### src/rtl/spi_slave_pkg.sv
// Shared constants and types for the SPI mode-0 slave: FSM encodings,
// rx FIFO depth and the default idle byte.
package spi_slave_pkg;

    typedef logic [7:0] spi_byte_t;

    localparam logic [0:0] SPI_SLV_IDLE   = 1'b0;
    localparam logic [0:0] SPI_SLV_ACTIVE = 1'b1;

    localparam int        RX_FIFO_DEPTH     = 4;
    localparam spi_byte_t DEFAULT_IDLE_BYTE = 8'hFF;

    function automatic spi_byte_t shift_in_msb_first(input spi_byte_t cur, input logic bit_in);
        return {cur[6:0], bit_in};
    endfunction

endpackage

### src/rtl/spi_slave_if.sv
// Pin and byte-stream bundle of the SPI slave; the slave modport is the
// design's view, the master modport is the system/SPI-master side.
interface spi_slave_if;
    import spi_slave_pkg::*;

    logic      i_spi_sclk;
    logic      i_spi_ss_n;
    logic      i_spi_mosi;
    logic      o_spi_miso;
    logic      o_spi_miso_oe;
    spi_byte_t o_rx_data;
    logic      o_rx_valid;
    logic      i_rx_ready;
    spi_byte_t i_tx_data;
    logic      i_tx_valid;
    logic      o_tx_ready;
    logic      o_overrun;
    logic      o_busy;

    modport slave (
        input  i_spi_sclk, i_spi_ss_n, i_spi_mosi, i_rx_ready, i_tx_data, i_tx_valid,
        output o_spi_miso, o_spi_miso_oe, o_rx_data, o_rx_valid, o_tx_ready, o_overrun, o_busy
    );

    modport master (
        output i_spi_sclk, i_spi_ss_n, i_spi_mosi, i_rx_ready, i_tx_data, i_tx_valid,
        input  o_spi_miso, o_spi_miso_oe, o_rx_data, o_rx_valid, o_tx_ready, o_overrun, o_busy
    );

endinterface

### src/rtl/spi_slave_sync.sv
// Multi-flop pin synchronizer with registered rise/fall pulses taken from
// the last stage against one extra delay stage.
module spi_slave_sync #(
    parameter int STAGES = 2
) (
    input  logic clk,
    input  logic reset_n,
    input  logic pin,
    output logic level,
    output logic rise,
    output logic fall
);

    logic [STAGES-1:0] chain;
    logic              prev;

    // Chain resets low so a select held low through reset never looks like a falling edge.
    always_ff @(posedge clk) begin
        if (!reset_n) begin
            chain <= '0;
            prev  <= 1'b0;
            rise  <= 1'b0;
            fall  <= 1'b0;
        end else begin
            chain <= {chain[STAGES-2:0], pin};
            prev  <= chain[STAGES-1];
            rise  <= chain[STAGES-1] & ~prev;
            fall  <= ~chain[STAGES-1] & prev;
        end
    end

    assign level = chain[STAGES-1];

endmodule

### src/rtl/spi_slave.sv
// SPI mode-0 slave, oversampled in the system clock domain, MSB-first.
// Define SPI_SLAVE_RX_FIFO_EN to replace the rx output register with a 4-entry FIFO.
module spi_slave
    import spi_slave_pkg::*;
#(
    parameter int        SYNC_STAGES = 2,
    parameter spi_byte_t IDLE_BYTE   = DEFAULT_IDLE_BYTE
) (
    input logic        i_clk,
    input logic        i_reset_n,
    spi_slave_if.slave bus
);

    logic       sclk_level_unused;
    logic       sclk_rise;
    logic       sclk_fall;
    logic       ss_level;
    logic       ss_rise;
    logic       ss_fall;
    logic [SYNC_STAGES-1:0] mosi_chain;
    logic       mosi_level;

    logic [0:0] state;
    logic [2:0] bit_cnt;
    spi_byte_t  rx_shift;
    spi_byte_t  tx_shift;
    spi_byte_t  hold_data;
    logic       hold_full;
    logic       ss_armed;
    logic       busy;

    logic       push;
    logic       load;
    logic       accept;
    logic       pop;
    spi_byte_t  rx_byte;

    spi_slave_sync #(.STAGES(SYNC_STAGES)) u_sclk_sync (
        .clk     (i_clk),
        .reset_n (i_reset_n),
        .pin     (bus.i_spi_sclk),
        .level   (sclk_level_unused),
        .rise    (sclk_rise),
        .fall    (sclk_fall)
    );

    spi_slave_sync #(.STAGES(SYNC_STAGES)) u_ss_sync (
        .clk     (i_clk),
        .reset_n (i_reset_n),
        .pin     (bus.i_spi_ss_n),
        .level   (ss_level),
        .rise    (ss_rise),
        .fall    (ss_fall)
    );

    always_ff @(posedge i_clk) begin
        if (!i_reset_n) begin
            mosi_chain <= '0;
        end else begin
            mosi_chain <= {mosi_chain[SYNC_STAGES-2:0], bus.i_spi_mosi};
        end
    end

    assign mosi_level = mosi_chain[SYNC_STAGES-1];
    assign rx_byte    = shift_in_msb_first(rx_shift, mosi_level);
    assign accept     = bus.i_tx_valid && !hold_full;

    always_comb begin
        push = 1'b0;
        load = 1'b0;
        if (state == SPI_SLV_IDLE) begin
            load = ss_fall;
        end else if (!ss_rise && sclk_rise && bit_cnt == 3'd7) begin
            push = 1'b1;
            load = 1'b1;
        end
    end

    // The falling edge right after a byte boundary must not shift: the reloaded bit 7 is already on MISO.
    always_ff @(posedge i_clk) begin
        if (!i_reset_n) begin
            state    <= SPI_SLV_IDLE;
            bit_cnt  <= 3'd0;
            rx_shift <= '0;
            tx_shift <= '0;
        end else begin
            if (state == SPI_SLV_IDLE) begin
                if (ss_fall) begin
                    state   <= SPI_SLV_ACTIVE;
                    bit_cnt <= 3'd0;
                end
            end else if (ss_rise) begin
                state   <= SPI_SLV_IDLE;
                bit_cnt <= 3'd0;
            end else if (sclk_rise) begin
                rx_shift <= rx_byte;
                bit_cnt  <= bit_cnt + 3'd1;
            end else if (sclk_fall && bit_cnt != 3'd0) begin
                tx_shift <= {tx_shift[6:0], 1'b0};
            end
            if (load) begin
                tx_shift <= hold_full ? hold_data : IDLE_BYTE;
            end
        end
    end

    // A load in the same cycle as an accept sees the register still empty, so the new byte stays held.
    always_ff @(posedge i_clk) begin
        if (!i_reset_n) begin
            hold_data <= '0;
            hold_full <= 1'b0;
        end else if (accept) begin
            hold_data <= bus.i_tx_data;
            hold_full <= 1'b1;
        end else if (load) begin
            hold_full <= 1'b0;
        end
    end

    always_ff @(posedge i_clk) begin
        if (!i_reset_n) begin
            ss_armed <= 1'b0;
            busy     <= 1'b0;
        end else begin
            ss_armed <= ss_armed | ss_level;
            busy     <= ss_armed & ~ss_level;
        end
    end

    assign bus.o_spi_miso    = tx_shift[7];
    assign bus.o_spi_miso_oe = busy;
    assign bus.o_busy        = busy;
    assign bus.o_tx_ready    = ~hold_full;

`ifdef SPI_SLAVE_RX_FIFO_EN
    localparam int               FIFO_AW   = $clog2(RX_FIFO_DEPTH);
    localparam logic [FIFO_AW:0] FIFO_FULL = (FIFO_AW + 1)'(RX_FIFO_DEPTH);

    spi_byte_t          fifo_mem [RX_FIFO_DEPTH];
    logic [FIFO_AW-1:0] wr_ptr;
    logic [FIFO_AW-1:0] rd_ptr;
    logic [FIFO_AW:0]   fifo_count;
    logic               push_ok;
    logic               overrun;

    assign pop     = (fifo_count != '0) && bus.i_rx_ready;
    assign push_ok = push && ((fifo_count != FIFO_FULL) || pop);

    always_ff @(posedge i_clk) begin
        if (!i_reset_n) begin
            for (int i = 0; i < RX_FIFO_DEPTH; i++) begin
                fifo_mem[i] <= '0;
            end
            wr_ptr     <= '0;
            rd_ptr     <= '0;
            fifo_count <= '0;
            overrun    <= 1'b0;
        end else begin
            overrun <= push && !push_ok;
            if (push_ok) begin
                fifo_mem[wr_ptr] <= rx_byte;
                wr_ptr           <= wr_ptr + FIFO_AW'(1);
            end
            if (pop) begin
                rd_ptr <= rd_ptr + FIFO_AW'(1);
            end
            if (push_ok && !pop) begin
                fifo_count <= fifo_count + (FIFO_AW + 1)'(1);
            end else if (pop && !push_ok) begin
                fifo_count <= fifo_count - (FIFO_AW + 1)'(1);
            end
        end
    end

    assign bus.o_rx_data  = fifo_mem[rd_ptr];
    assign bus.o_rx_valid = (fifo_count != '0);
    assign bus.o_overrun  = overrun;
`else
    spi_byte_t rx_data;
    logic      rx_valid;
    logic      overrun;

    assign pop = rx_valid && bus.i_rx_ready;

    // An unpopped byte wins over a new one; the newcomer is dropped and flagged.
    always_ff @(posedge i_clk) begin
        if (!i_reset_n) begin
            rx_data  <= '0;
            rx_valid <= 1'b0;
            overrun  <= 1'b0;
        end else begin
            overrun <= 1'b0;
            if (push) begin
                if (rx_valid && !pop) begin
                    overrun <= 1'b1;
                end else begin
                    rx_data  <= rx_byte;
                    rx_valid <= 1'b1;
                end
            end else if (pop) begin
                rx_valid <= 1'b0;
            end
        end
    end

    assign bus.o_rx_data  = rx_data;
    assign bus.o_rx_valid = rx_valid;
    assign bus.o_overrun  = overrun;
`endif

endmodule

### src/flat_wrapper.sv
// flat-port wrapper written by rule: the top's interface ports become plain ports
module spi_slave_flat import spi_slave_pkg::*;
#(
    parameter int        SYNC_STAGES = 2,
    parameter spi_byte_t IDLE_BYTE   = DEFAULT_IDLE_BYTE
)
  (i_clk, i_reset_n, bus_i_spi_sclk, bus_i_spi_ss_n, bus_i_spi_mosi, bus_i_rx_ready, bus_i_tx_data, bus_i_tx_valid, bus_o_spi_miso, bus_o_spi_miso_oe, bus_o_rx_data, bus_o_rx_valid, bus_o_tx_ready, bus_o_overrun, bus_o_busy);
  spi_slave_if bus_i ();
  input logic i_clk;
  input logic i_reset_n;
  input wire logic [$bits(bus_i.i_spi_sclk)-1:0] bus_i_spi_sclk;
  input wire logic [$bits(bus_i.i_spi_ss_n)-1:0] bus_i_spi_ss_n;
  input wire logic [$bits(bus_i.i_spi_mosi)-1:0] bus_i_spi_mosi;
  input wire logic [$bits(bus_i.i_rx_ready)-1:0] bus_i_rx_ready;
  input wire logic [$bits(bus_i.i_tx_data)-1:0] bus_i_tx_data;
  input wire logic [$bits(bus_i.i_tx_valid)-1:0] bus_i_tx_valid;
  output wire logic [$bits(bus_i.o_spi_miso)-1:0] bus_o_spi_miso;
  output wire logic [$bits(bus_i.o_spi_miso_oe)-1:0] bus_o_spi_miso_oe;
  output wire logic [$bits(bus_i.o_rx_data)-1:0] bus_o_rx_data;
  output wire logic [$bits(bus_i.o_rx_valid)-1:0] bus_o_rx_valid;
  output wire logic [$bits(bus_i.o_tx_ready)-1:0] bus_o_tx_ready;
  output wire logic [$bits(bus_i.o_overrun)-1:0] bus_o_overrun;
  output wire logic [$bits(bus_i.o_busy)-1:0] bus_o_busy;
  assign bus_i.i_spi_sclk = bus_i_spi_sclk;
  assign bus_i.i_spi_ss_n = bus_i_spi_ss_n;
  assign bus_i.i_spi_mosi = bus_i_spi_mosi;
  assign bus_i.i_rx_ready = bus_i_rx_ready;
  assign bus_i.i_tx_data = bus_i_tx_data;
  assign bus_i.i_tx_valid = bus_i_tx_valid;
  assign bus_o_spi_miso = bus_i.o_spi_miso;
  assign bus_o_spi_miso_oe = bus_i.o_spi_miso_oe;
  assign bus_o_rx_data = bus_i.o_rx_data;
  assign bus_o_rx_valid = bus_i.o_rx_valid;
  assign bus_o_tx_ready = bus_i.o_tx_ready;
  assign bus_o_overrun = bus_i.o_overrun;
  assign bus_o_busy = bus_i.o_busy;
  spi_slave #(.SYNC_STAGES(SYNC_STAGES), .IDLE_BYTE(IDLE_BYTE)) u_core (.i_clk(i_clk), .i_reset_n(i_reset_n), .bus(bus_i));
endmodule
### config.mk
export PLATFORM = sky130hd
export DESIGN_NAME = spi_slave_flat
export DESIGN_NICKNAME = d
export VERILOG_FILES = /design/src/rtl/spi_slave_pkg.sv /design/src/rtl/spi_slave_if.sv /design/src/rtl/spi_slave_sync.sv /design/src/rtl/spi_slave.sv /design/src/flat_wrapper.sv
export SDC_FILE = /design/constraint.sdc
export NUM_CORES = 1
export LEC_CHECK = 0
export ABC_AREA = 0
export BUFFER_PORTS_ARGS = -buffer_cell sky130_fd_sc_hd__buf_4
export CAP_MARGIN = 20
export CORE_MARGIN = 10
export CORE_UTILIZATION = 60
export CTS_BUF_LIST = sky130_fd_sc_hd__clkbuf_2
export DETAILED_ROUTE_END_ITERATION = 6
export HOLD_SLACK_MARGIN = 0.15
export PLACE_DENSITY = 0.83
export REMOVE_ABC_BUFFERS = 1
export SYNTH_ARGS = -nofsm -noshare
export SYNTH_HDL_FRONTEND = slang
export SYNTH_SLANG_ARGS = --single-unit
### constraint.sdc
create_clock -name i_clk -period 3.2 [get_ports i_clk]
set_input_delay 0.48 -clock i_clk [delete_from_list [all_inputs] [get_ports i_clk]]
set_output_delay 0.48 -clock i_clk [all_outputs]
set_load 0.01 [all_outputs]
==> summary.txt, run 1 <==
Critical path
  • Crit. End Element: register
  • Crit Path Class: register to register
  • Crit-path max FO: 16
  • Most used cell along the critical path: ha_1
  • Reg-to-reg slack, setup: ~1.2 ns
  • CP Depth: 5
  • Worst EP arrival: between 2 and 2.5 ns
  • Critical path capture point: u_core.tx_shift[4]
  • Buf+Inv Stages, Crit Path: 0
  • Reg2reg start: u_core.bit_cnt[1]
  • Slowest-stage cell, CP: o211ai_1
  • Crit path largest cell delay: between 0.4 and 0.5 ns
  • Worst R2R End: u_core.tx_shift[4]
  • CP delay by family, top: compound AO/OA/AOI/OAI gates
  • Reg2Reg Depth: 5
  • Crit path launch: u_core.bit_cnt[1]
  • Worst Path Required: 3.50 ns
  • CP Cell Sequence: ha_1, ha_1, nand4b_1, o211ai_1, o221ai_1
  • Critical Path Source Type: register

Worst hold path
  • Hold Crit Class: primary input to register

Timing
  • Setup TNS: 0 ns
  • Period minus WS final: slightly above 2 ns
  • RSZ-0062 raised after global routing: no
  • Setup violators final: 0
  • Max Slew Vio Count: 0
  • Worst slew pin tran: around 0.86 ns
  • Final Hold Viols: 0
  • Clk_skew: between 0.02 and 0.025 ns
  • Max_slew headroom: 0.426
  • Max Fclk: ~500 MHz
  • Fin crit share: 0.637

Floorplanning
  • Core box area: 3100 um2
  • IO Pins: 29
  • Initial core utilization: 0.635
  • Die ar.: 5980 um2
  • Cell row count: 20
  • Chip height: ~77 um
  • Die W: between 70 and 80 um

Synthesis
  • Most frequent cell after synthesis: dfxtp_1
  • Asr flop ratio synth: 0
  • Mean Syn Cell Area: 9.25 um2
  • Syn Inst Count: around 210
  • Post-synth top cells: 52 x dfxtp_1, 38 x nand2_1, 27 x a21oi_1
  • Yosys reg bits: 52
  • Prevailing post-synth register cell: dfxtp_1
  • Seq/Total Area, Yosys: 0.528
  • Area leader, netlist: dfxtp_1
  • Syn. warnings: 0
  • Top cells by area, synth: dfxtp_1 53%, nand2_1 7.2%, a21oi_1 6.9%
  • Yosys cell types: 33
  • Share of the synthesized area in the top cell type: 0.528
  • Post-synth EDFFs: 0
  • Post-Syn Area: 1970 um2

Route
  • DRC viols: 0
  • Vias per cell: approximately 5.7
  • Antenna-violating nets left: 0
  • DR iter-0 viols: between 150 and 200
  • Drt wl/cell: about 15 um
  • Drt total wl: between 4000 and 5000 um
  • Via Count: ~1600
  • Pre-antenna DRT Iters: 4

Clock network
  • CTS tree: yes
  • H-tree lvl count: 2
  • Clk sinks: 52
  • Hold Buf Count CTS: 0
  • Longest Clk Path Bufs: 2
  • Worst-path clk slew: around 0.21 ns
  • Post-CTS resize count: 0
  • Clk_lat worst skew: approximately 0.42 ns
  • CTS buffer count: 5
  • Root Buffer: clkbuf_2
  • Post-CTS setup buffers: 0

Power and ir drop
  • Pwr dens: ~450 nW/um2
  • Worst vdd ir: about 320 uV
  • P_leak: a little over 0.8 nW
  • Design Power: about 0.97 mW

Status
  • Status: completed

Global routing
  • Gr usage total: 0.142
  • Largest net degree at the start of global routing: 36
  • Vias in the first global route: approximately 1600
  • Initial antenna violation count: 0
  • Grt ovf: 0
  • First-pass GRT wire length: between 7000 and 8000 um

Placed design
  • HPWL Detailed: 3120 um
  • Placed cell count: approximately 270
  • Placer congestion estimate: 0.734
  • I/O Buffers: 28

Final layout
  • Nets: 250
  • # diodes: 0
  • Syn-to-layout area delta: 10.5%
  • Layout cell share with drive strength beyond 1: 0.155
  • Non-Filler Instances: between 200 and 300

Flow run
  • Max Cap Viol: 0
-- power breakdown --
part           internal, mW  switching [mW]
registers             0.665          0.0104
clock network        0.0521           0.186
logic                0.0258          0.0308
total                 0.743           0.227
-- logic make-up after synthesis --
kind of cell	share of synthesized area
AOI/OAI and AO/OA	0.185
adders and majority gates	0.0190
buffers and inverters	0.0546
DFF	0.528
and+or+nand+nor	0.213
-- per-stage QoR --
step	utilization	setup slack (ns)	cell area, um2	hold WS (ns)
detailed placement	0.691	1.11	2140	0.404
CTS	0.702	1.20	2180	0.239
global placement	0.691	1.27	2140	0.391
global route	0.702	0.969	2180	0.217
finish	0.702	1.16	2180	0.255
floorplan	-	1.61	1880	0.383
-- cell usage in the layout, fill, tap and decap left out, drive strengths merged, types with 2 or more instances in the layout --
cell type and n:
nand2 38, a21oi 27, inv 2, a32oi 2, o221ai 12, o21ai 10, dfxtp 52, clkbuf 6
nor3b 4, nor2b 6, a211oi 2, clkinv 3, buf 28, nand3 9, ha 3, and2 8
nor2 4, nand2b 4
-- worst min-delay path by stage --
stage                       startpoint                           to  slack, ns  depth (start not counted)
2_1_floorplan  u_core.u_sclk_sync.prev      u_core.u_sclk_sync.rise       0.38                          1
3_5_place_dp   u_core.u_sclk_sync.prev      u_core.u_sclk_sync.rise       0.40                          1
6_report                bus_i_spi_sclk  u_core.u_sclk_sync.chain[0]       0.26                          2
4_1_cts                 bus_i_spi_sclk  u_core.u_sclk_sync.chain[0]       0.24                          2
5_1_grt                 bus_i_spi_sclk  u_core.u_sclk_sync.chain[0]       0.22                          2
3_3_place_gp   u_core.u_sclk_sync.prev      u_core.u_sclk_sync.rise       0.39                          1
-- registers in the layout, indices dropped and copies added (netlist names), 2 cells and up --
signal and cells:
u_core.bus.o_rx_data 8, u_core.hold_data 8, u_core.tx_shift 8, u_core.rx_shift 7, u_core.bit_cnt 3, u_core.mosi_chain 2, u_core.u_sclk_sync.chain 2, u_core.u_ss_sync.chain 2
-- layout make-up --
type,instances,area [um2]
flip-flops and latches,52,1040
clock inverters,1,5.00
fillers,279,925
inverters,4,15.0
clock buffers,6,30.0
multi-input cells,141,822
repair buffers,28,210
well taps,44,55.1
-- metal layers --
layer,vias to the layer above,GRT usage,routed length (um)
met3,12,0.0594,269
met2,43,0.235,2070
met5,-,0,0
li1,780,-,-
met4,0,0.0511,78
met1,745,0.161,1750
Note: power is estimated with default switching activity, not from simulation.
==> run 2, diff against run 1 <==
--- a/config.mk
+++ b/config.mk
@@ -5,15 +5,15 @@
 export SDC_FILE = /design/constraint.sdc
 export NUM_CORES = 1
 export LEC_CHECK = 0
-export ABC_AREA = 0
+export ABC_AREA = 1
 export BUFFER_PORTS_ARGS = -buffer_cell sky130_fd_sc_hd__buf_4
 export CAP_MARGIN = 20
 export CORE_MARGIN = 10
-export CORE_UTILIZATION = 60
+export CORE_UTILIZATION = 53
 export CTS_BUF_LIST = sky130_fd_sc_hd__clkbuf_2
 export DETAILED_ROUTE_END_ITERATION = 6
 export HOLD_SLACK_MARGIN = 0.15
-export PLACE_DENSITY = 0.83
+export PLACE_DENSITY = 0.78
 export REMOVE_ABC_BUFFERS = 1
 export SYNTH_ARGS = -nofsm -noshare
 export SYNTH_HDL_FRONTEND = slang
==> constraint.sdc (replaced) <==
create_clock -name i_clk -period 1.87 [get_ports i_clk]
set_input_delay 0.2805 -clock i_clk [delete_from_list [all_inputs] [get_ports i_clk]]
set_output_delay 0.2805 -clock i_clk [all_outputs]
set_load 0.01 [all_outputs]
==> run 2 against run 1 <==
Effect of this change: sequential power up 72%; highest routed layer unchanged; power is 94% higher; via count increased by 3.0%; combinational power is 140% higher; maximum frequency up 41%; synthesized cell count rose by 17%; sequential cell count unchanged; critical endpoint is now u_core.tx_shift[2]; critical path depth increased by 5.
==> summary.txt, run 2 <==
Status
  • Status: completed

Timing
  • Period minus WS final: about 1.4 ns
  • Setup TNS: 0 ns
  • Fin crit share: 0.771
  • Setup violators final: 0
  • Max_slew headroom: 0.738
  • Max Fclk: between 600 and 700 MHz
  • Max Slew Vio Count: 0
  • Worst slew pin tran: 0.392 ns
  • Hold Slack: 0.349 ns
  • Final Hold Viols: 0
  • RSZ-0062 raised after global routing: no
  • Clk_skew: between 0.015 and 0.02 ns

Floorplanning
  • Chip height: 81.7 um
  • Die ar.: between 6000 and 7000 um2
  • IO Pins: 29
  • Cell row count: 22
  • Core box area: 3660 um2
  • Initial core utilization: 0.552
  • Die W: just over 80 um

Critical path
  • CP delay by family, top: simple AND/OR/NAND/NOR gates
  • Crit Path Class: register to register
  • Crit-path max FO: 8
  • Worst Path Required: between 2 and 2.5 ns
  • Crit path launch: u_core.bit_cnt[1]
  • Crit. End Element: register
  • Critical Path Source Type: register
  • Buf+Inv Stages, Crit Path: 2
  • CP Cell Sequence: ha_1, ha_1, nand2_4, inv_2, nand2_2, nand2_4, o21ai_0, nand3_1, nand2_1, inv_1
  • Crit path largest cell delay: 0.39 ns
  • Worst EP arrival: between 1.5 and 2 ns
  • Slowest-stage cell, CP: dfxtp_1
  • Reg2reg start: u_core.bit_cnt[1]

Synthesis
  • Asr flop ratio synth: 0
  • Mean Syn Cell Area: approximately 8.1 um2
  • Syn. warnings: 0
  • Top cells by area, synth: dfxtp_1 52%, nand2_1 9.7%, a21oi_1 7.2%
  • Yosys cell types: 24
  • Post-Syn Area: 2020 um2
  • Prevailing post-synth register cell: dfxtp_1
  • Area leader, netlist: dfxtp_1
  • Yosys reg bits: 52
  • Seq/Total Area, Yosys: 0.515
  • Share of the synthesized area in the top cell type: 0.515
  • Post-synth top cells: 52 x dfxtp_1, 52 x nand2_1, 29 x a21oi_1
  • Post-synth EDFFs: 0
  • Syn Inst Count: around 250

Final layout
  • Commonest cells after routing, fill and taps aside: 52 x nand2_1, 52 x dfxtp_1, 30 x buf_4
  • Final Util: 0.678
  • # diodes: 0
  • Layout cell share with drive strength beyond 1: 0.187
  • Nets: approximately 310
  • Syn-to-layout area delta: 23.0%
  • Fillers: between 300 and 400

Power and ir drop
  • Design Power: approximately 1.9 mW
  • P_leak: 1.15 nW
  • Pwr dens: about 760 nW/um2
  • Worst vdd ir: approximately 550 uV

Route
  • Vias per cell: approximately 4.8
  • Via Count: 1627
  • Pre-antenna DRT Iters: 4
  • Drt wl/cell: 11.0 um
  • Drt total wl: roughly 3800 um
  • Antenna-violating nets left: 0
  • DRC viols: 0
  • DR iter-0 viols: 78

Global routing
  • Largest net degree at the start of global routing: 23
  • Gr usage total: 0.121
  • Vias in the first global route: ~1500
  • Initial antenna violation count: 0
  • First-pass GRT wire length: around 6500 um
  • Grt ovf: 0

Clock network
  • CTS tree: yes
  • Worst-path clk slew: 0.25 ns
  • Clk sinks: between 50 and 60
  • Longest Clk Path Bufs: 2
  • Clk_lat worst skew: 0.43 ns
  • Post-CTS setup buffers: 0
  • Post-CTS resize count: 0
  • H-tree lvl count: 2
  • Hold Buf Count CTS: 15
  • Root Buffer: clkbuf_2
  • CTS buffer count: 5

Flow run
  • Max Cap Viol: 0

Placed design
  • Placer congestion estimate: roughly 0.84
  • HPWL Detailed: 2580 um
  • I/O Buffers: 28

Worst hold path
  • Hold path start: bus_i_tx_valid
  • Hold Crit Class: primary input to register
[run 2: cell type report]
class	count	area (um2)	share of cell area
flip-flops and latches	52	1040	0.419
well taps	48	60.1	0.0242
repair buffers	45	375	0.151
multi-input cells	156	811	0.326
inverters	33	124	0.0499
clock inverters	3	47.5	0.0191
clock buffers	5	25.0	0.0101
[run 2: metal layers]
metal  wire length (um)  GRT usage  up-vias
met5                  0          0        -
met4                 21     0.0357        0
met3                272     0.0600        2
met2               1750      0.194       35
met1               1710      0.140      699
li1                   -          -      891
[run 2: through the flow]
stage | instance area, um2 | instances | setup slack (ns)
4_1_cts | 2480 | 342 | 0.408
6_report | 2480 | 342 | 0.429
3_5_place_dp | 2260 | 319 | 0.462
5_1_grt | 2480 | 342 | 0.302
3_3_place_gp | 2260 | 319 | 0.481
2_1_floorplan | 1980 | 241 | 0.568
[run 2: kinds of logic (layout without fill, tap and decap cells)]
group,count (synthesis),count (layout),share of synthesized area
simple gates,109,109,0.272
fa+ha+maj,3,3,0.0186
buf+inv,41,86,0.0830
compound gates,44,44,0.111
flops,52,52,0.515
[run 2: worst register-to-register path, stage by stage (launching register included)]
cell and delay [ns]:
dfxtp_1 0.39, ha_1 0.18, ha_1 0.21, nand2_4 0.10, inv_2 0.04, nand2_2 0.10, nand2_4 0.08, o21ai_0 0.08
nand3_1 0.10, nand2_1 0.06, inv_1 0.04
[run 2: final timing paths]
| path | endpoint | slack [ns] | cells past startpoint |
|---|---|---|---|
| worst min register to register | u_core.u_ss_sync.chain[1] | 0.43 | 2 |
| worst min-delay path | u_core.hold_data[4] | 0.35 | 3 |
| worst max register to register | u_core.tx_shift[2] | 0.43 | 10 |
| worst max-delay path | u_core.tx_shift[2] | 0.43 | 10 |
[run 2: where the power goes]
group / internal, mW / leakage, nW / total [mW] / switching (mW)
Clock: 0.231 / 0.0431 / 0.580 / 0.349
Combinational: 0.0688 / 0.682 / 0.138 / 0.0693
Sequential: 1.14 / 0.423 / 1.16 / 0.0159
Total: 1.44 / 1.15 / 1.88 / 0.434
==> run 3, diff against run 2 <==
--- a/config.mk
+++ b/config.mk
@@ -5,15 +5,15 @@
 export SDC_FILE = /design/constraint.sdc
 export NUM_CORES = 1
 export LEC_CHECK = 0
-export ABC_AREA = 1
+export ABC_AREA = 0
 export BUFFER_PORTS_ARGS = -buffer_cell sky130_fd_sc_hd__buf_4
 export CAP_MARGIN = 20
 export CORE_MARGIN = 10
-export CORE_UTILIZATION = 53
+export CORE_UTILIZATION = 52
 export CTS_BUF_LIST = sky130_fd_sc_hd__clkbuf_2
 export DETAILED_ROUTE_END_ITERATION = 6
 export HOLD_SLACK_MARGIN = 0.15
-export PLACE_DENSITY = 0.78
+export PLACE_DENSITY = 0.77
 export REMOVE_ABC_BUFFERS = 1
 export SYNTH_ARGS = -nofsm -noshare
 export SYNTH_HDL_FRONTEND = slang
==> constraint.sdc (replaced) <==
create_clock -name i_clk -period 1.2 [get_ports i_clk]
set_input_delay 0.18 -clock i_clk [delete_from_list [all_inputs] [get_ports i_clk]]
set_output_delay 0.18 -clock i_clk [all_outputs]
set_load 0.01 [all_outputs]
==> run 3 against run 2 <==
Effect of this change: sequential power increased by 55%; design area grew 9.2%; routed wire length up 15%; sequential cell count unchanged; the run now ends with negative setup slack left; largest power group unchanged.
==> summary.txt, run 3 (same netlist as run 1, synthesis figures left out) <==
Status
  • Status: finished with violations
  • Failing checks: negative setup slack

Route
  • DR iter-0 viols: 91
  • Vias per cell: around 5.3
  • Drt wl/cell: around 14 um
  • Via Count: about 1700
  • Drt total wl: about 4300 um
  • Antenna-violating nets left: 0
  • Pre-antenna DRT Iters: 4
  • DRC viols: 0

Critical path
  • Crit. End Element: register
  • Critical Path Source Type: register
  • Crit Path Class: register to register
  • Worst Path Required: roughly 1.6 ns
  • CP Depth: 7
  • Reg2reg start: u_core.bit_cnt[1]
  • CP delay by family, top: flip-flops
  • Most used cell along the critical path: ha_4
  • Crit-path max FO: 6
  • Worst EP arrival: 1.81 ns
  • Buf+Inv Stages, Crit Path: 2
  • Slowest-stage cell, CP: dfxtp_4
  • Crit path launch: u_core.bit_cnt[1]
  • Reg2Reg Depth: 7
  • Crit path largest cell delay: roughly 0.4 ns
  • CP Cell Sequence: ha_4, ha_4, nand4b_1, buf_6, o211ai_1, buf_4, o221ai_2

Power and ir drop
  • Logic gate share of total power: 0.082
  • Sequential share of power: 0.625
  • Internal: 2.24 mW
  • P_sw: 0.633 mW
  • Worst vdd ir: a little over 900 uV
  • P_leak: 1.03 nW
  • Sw Ratio: 0.220
  • Pwr dens: between 1000 and 1500 nW/um2
  • Clk network pwr share: 0.293

Floorplanning
  • Core box area: ~3700 um2
  • Die ar.: about 6700 um2
  • Initial core utilization: 0.538
  • Chip height: between 80 and 90 um
  • Die W: 81.6 um
  • Cell row count: 22
  • IO Pins: 29

Clock network
  • Clk_lat worst skew: approximately 0.43 ns
  • CTS tree: yes
  • Worst-path clk slew: about 0.23 ns
  • Root Buffer: clkbuf_2
  • H-tree lvl count: 2
  • CTS buffer count: 5
  • Clk sinks: 52
  • Longest Clk Path Bufs: 2

Placed design
  • Placed cell count: roughly 290
  • Cell Area, Placed: between 2000 and 2500 um2
  • Place WS: -0.354 ns
  • I/O Buffers: 28
  • HPWL Detailed: 2780 um
  • Placer congestion estimate: slightly above 0.8

Final layout
  • Layout cell share with drive strength beyond 1: 0.335
  • Nets: between 200 and 300
  • Commonest non-fill, non-tap cell in the layout: dfxtp_1
  • Commonest cells after routing, fill and taps aside: 45 x dfxtp_1, 42 x buf_4, 38 x nand2_1
  • Non-Filler Instances: around 320
  • Syn-to-layout area delta: 37.6%
  • Final Util: 0.741
  • # diodes: 0
  • Final instance area: ~2700 um2

Timing
  • Max Slew Vio Count: 0
  • Period minus WS final: about 1.4 ns
  • Max Fclk: 700 MHz
  • RSZ-0062 raised after global routing: yes
  • Hold Slack: approximately 0.23 ns
  • Max_slew headroom: 0.741
  • Final Hold Viols: 0
  • Fin crit share: 1.19
  • Worst slew pin tran: around 0.39 ns
  • Setup violators final: 19
  • Clk_skew: around 0.021 ns
  • Setup WS post-layout: -0.229 ns

Flow run
  • Max Cap Viol: 0

Global routing
  • Gr usage total: 0.137
  • First-pass GRT wire length: about 7300 um
  • Largest net degree at the start of global routing: 36
  • Vias in the first global route: between 1500 and 2000
  • Initial antenna violation count: 0
  • Grt ovf: 0

Worst hold path
  • Worst hold stages: 5
  • Hold path start: bus_i_rx_ready
  • Hold Crit Class: primary input to register
run 3: cell count changes in the layout (fill, tap and decap cells not counted), moves of 6 or more:
cell / before / now
o221ai_1: 0 / 6
o221ai_2: 0 / 6
and2_1: 0 / 8
o21ai_2: 0 / 7
o21ai_0: 13 / 1
nor2_1: 16 / 4
dfxtp_1: 52 / 45
buf_4: 30 / 42
nand2_1: 52 / 38
inv_1: 28 / 2
nand4_1: 8 / 0
nand3_1: 19 / 8
run 3: path summary, 6_finish.rpt:
| path | endpoint | slack (ns) |
|---|---|---|
| worst max-delay path | u_core.tx_shift[4] | -0.23 |
| worst min-delay path | u_core.bus.o_rx_data[1] | 0.23 |
| worst max register to register | u_core.tx_shift[4] | -0.23 |
| worst min register to register | u_core.u_sclk_sync.rise | 0.42 |
run 3: per-stage QoR:
| stage | TNS, ns | total power [mW] |
|---|---|---|
| 6_report | -2.68 | 2.87 |
| 5_1_grt | -3.97 | 3.00 |
| 4_1_cts | -3.50 | 2.90 |
| 3_5_place_dp | -6.29 | 2.00 |
| 3_3_place_gp | -5.37 | 2.00 |
| 2_1_floorplan | -4.97 | 1.90 |
run 3: cell type report:
class	instances	area (um2)
Multi-Input combinational cell	142	972
Timing Repair Buffer	63	542
Clock buffer	5	25.0
Fill cell	274	950
Inverter	4	20.0
Clock inverter	3	37.5
Sequential cell	52	1050
Tap cell	48	60.1
run 3: worst min-delay path, cell delays in order:
cell and delay, ns:
buf_4 0.08, nor2b_1 0.03, buf_4 0.16, o21ai_2 0.13
a21oi_1 0.05
run 3: repair_timing:
| action | in CTS | in global routing |
|---|---|---|
| hold buffers | 15 | 0 |
| endpoints found under the hold margin | 15 | 0 |
| buffers inserted | 3 | 1 |
| setup endpoints to repair | 30 | 35 |
| pin swaps | 8 | 4 |
| gates cloned | 0 | 2 |
| gates resized for setup | 37 | 21 |
run 3: power groups by stage:
stage,Sequential (mW),Clock [mW],Combinational [mW]
floorplan,1.82,0,0.0768
global placement,1.83,0,0.167
detailed placement,1.83,0,0.169
CTS,1.80,0.873,0.228
global route,1.81,0.933,0.259
finish,1.80,0.842,0.235
run 3: layer usage:
layer  GRT usage  wire length (um)  vias up
li1            -                 -      857
met1       0.145              1750      772
met2       0.237              2160       43
met3      0.0568               346        6
met4      0.0519                57        0
met5           0                 0        -
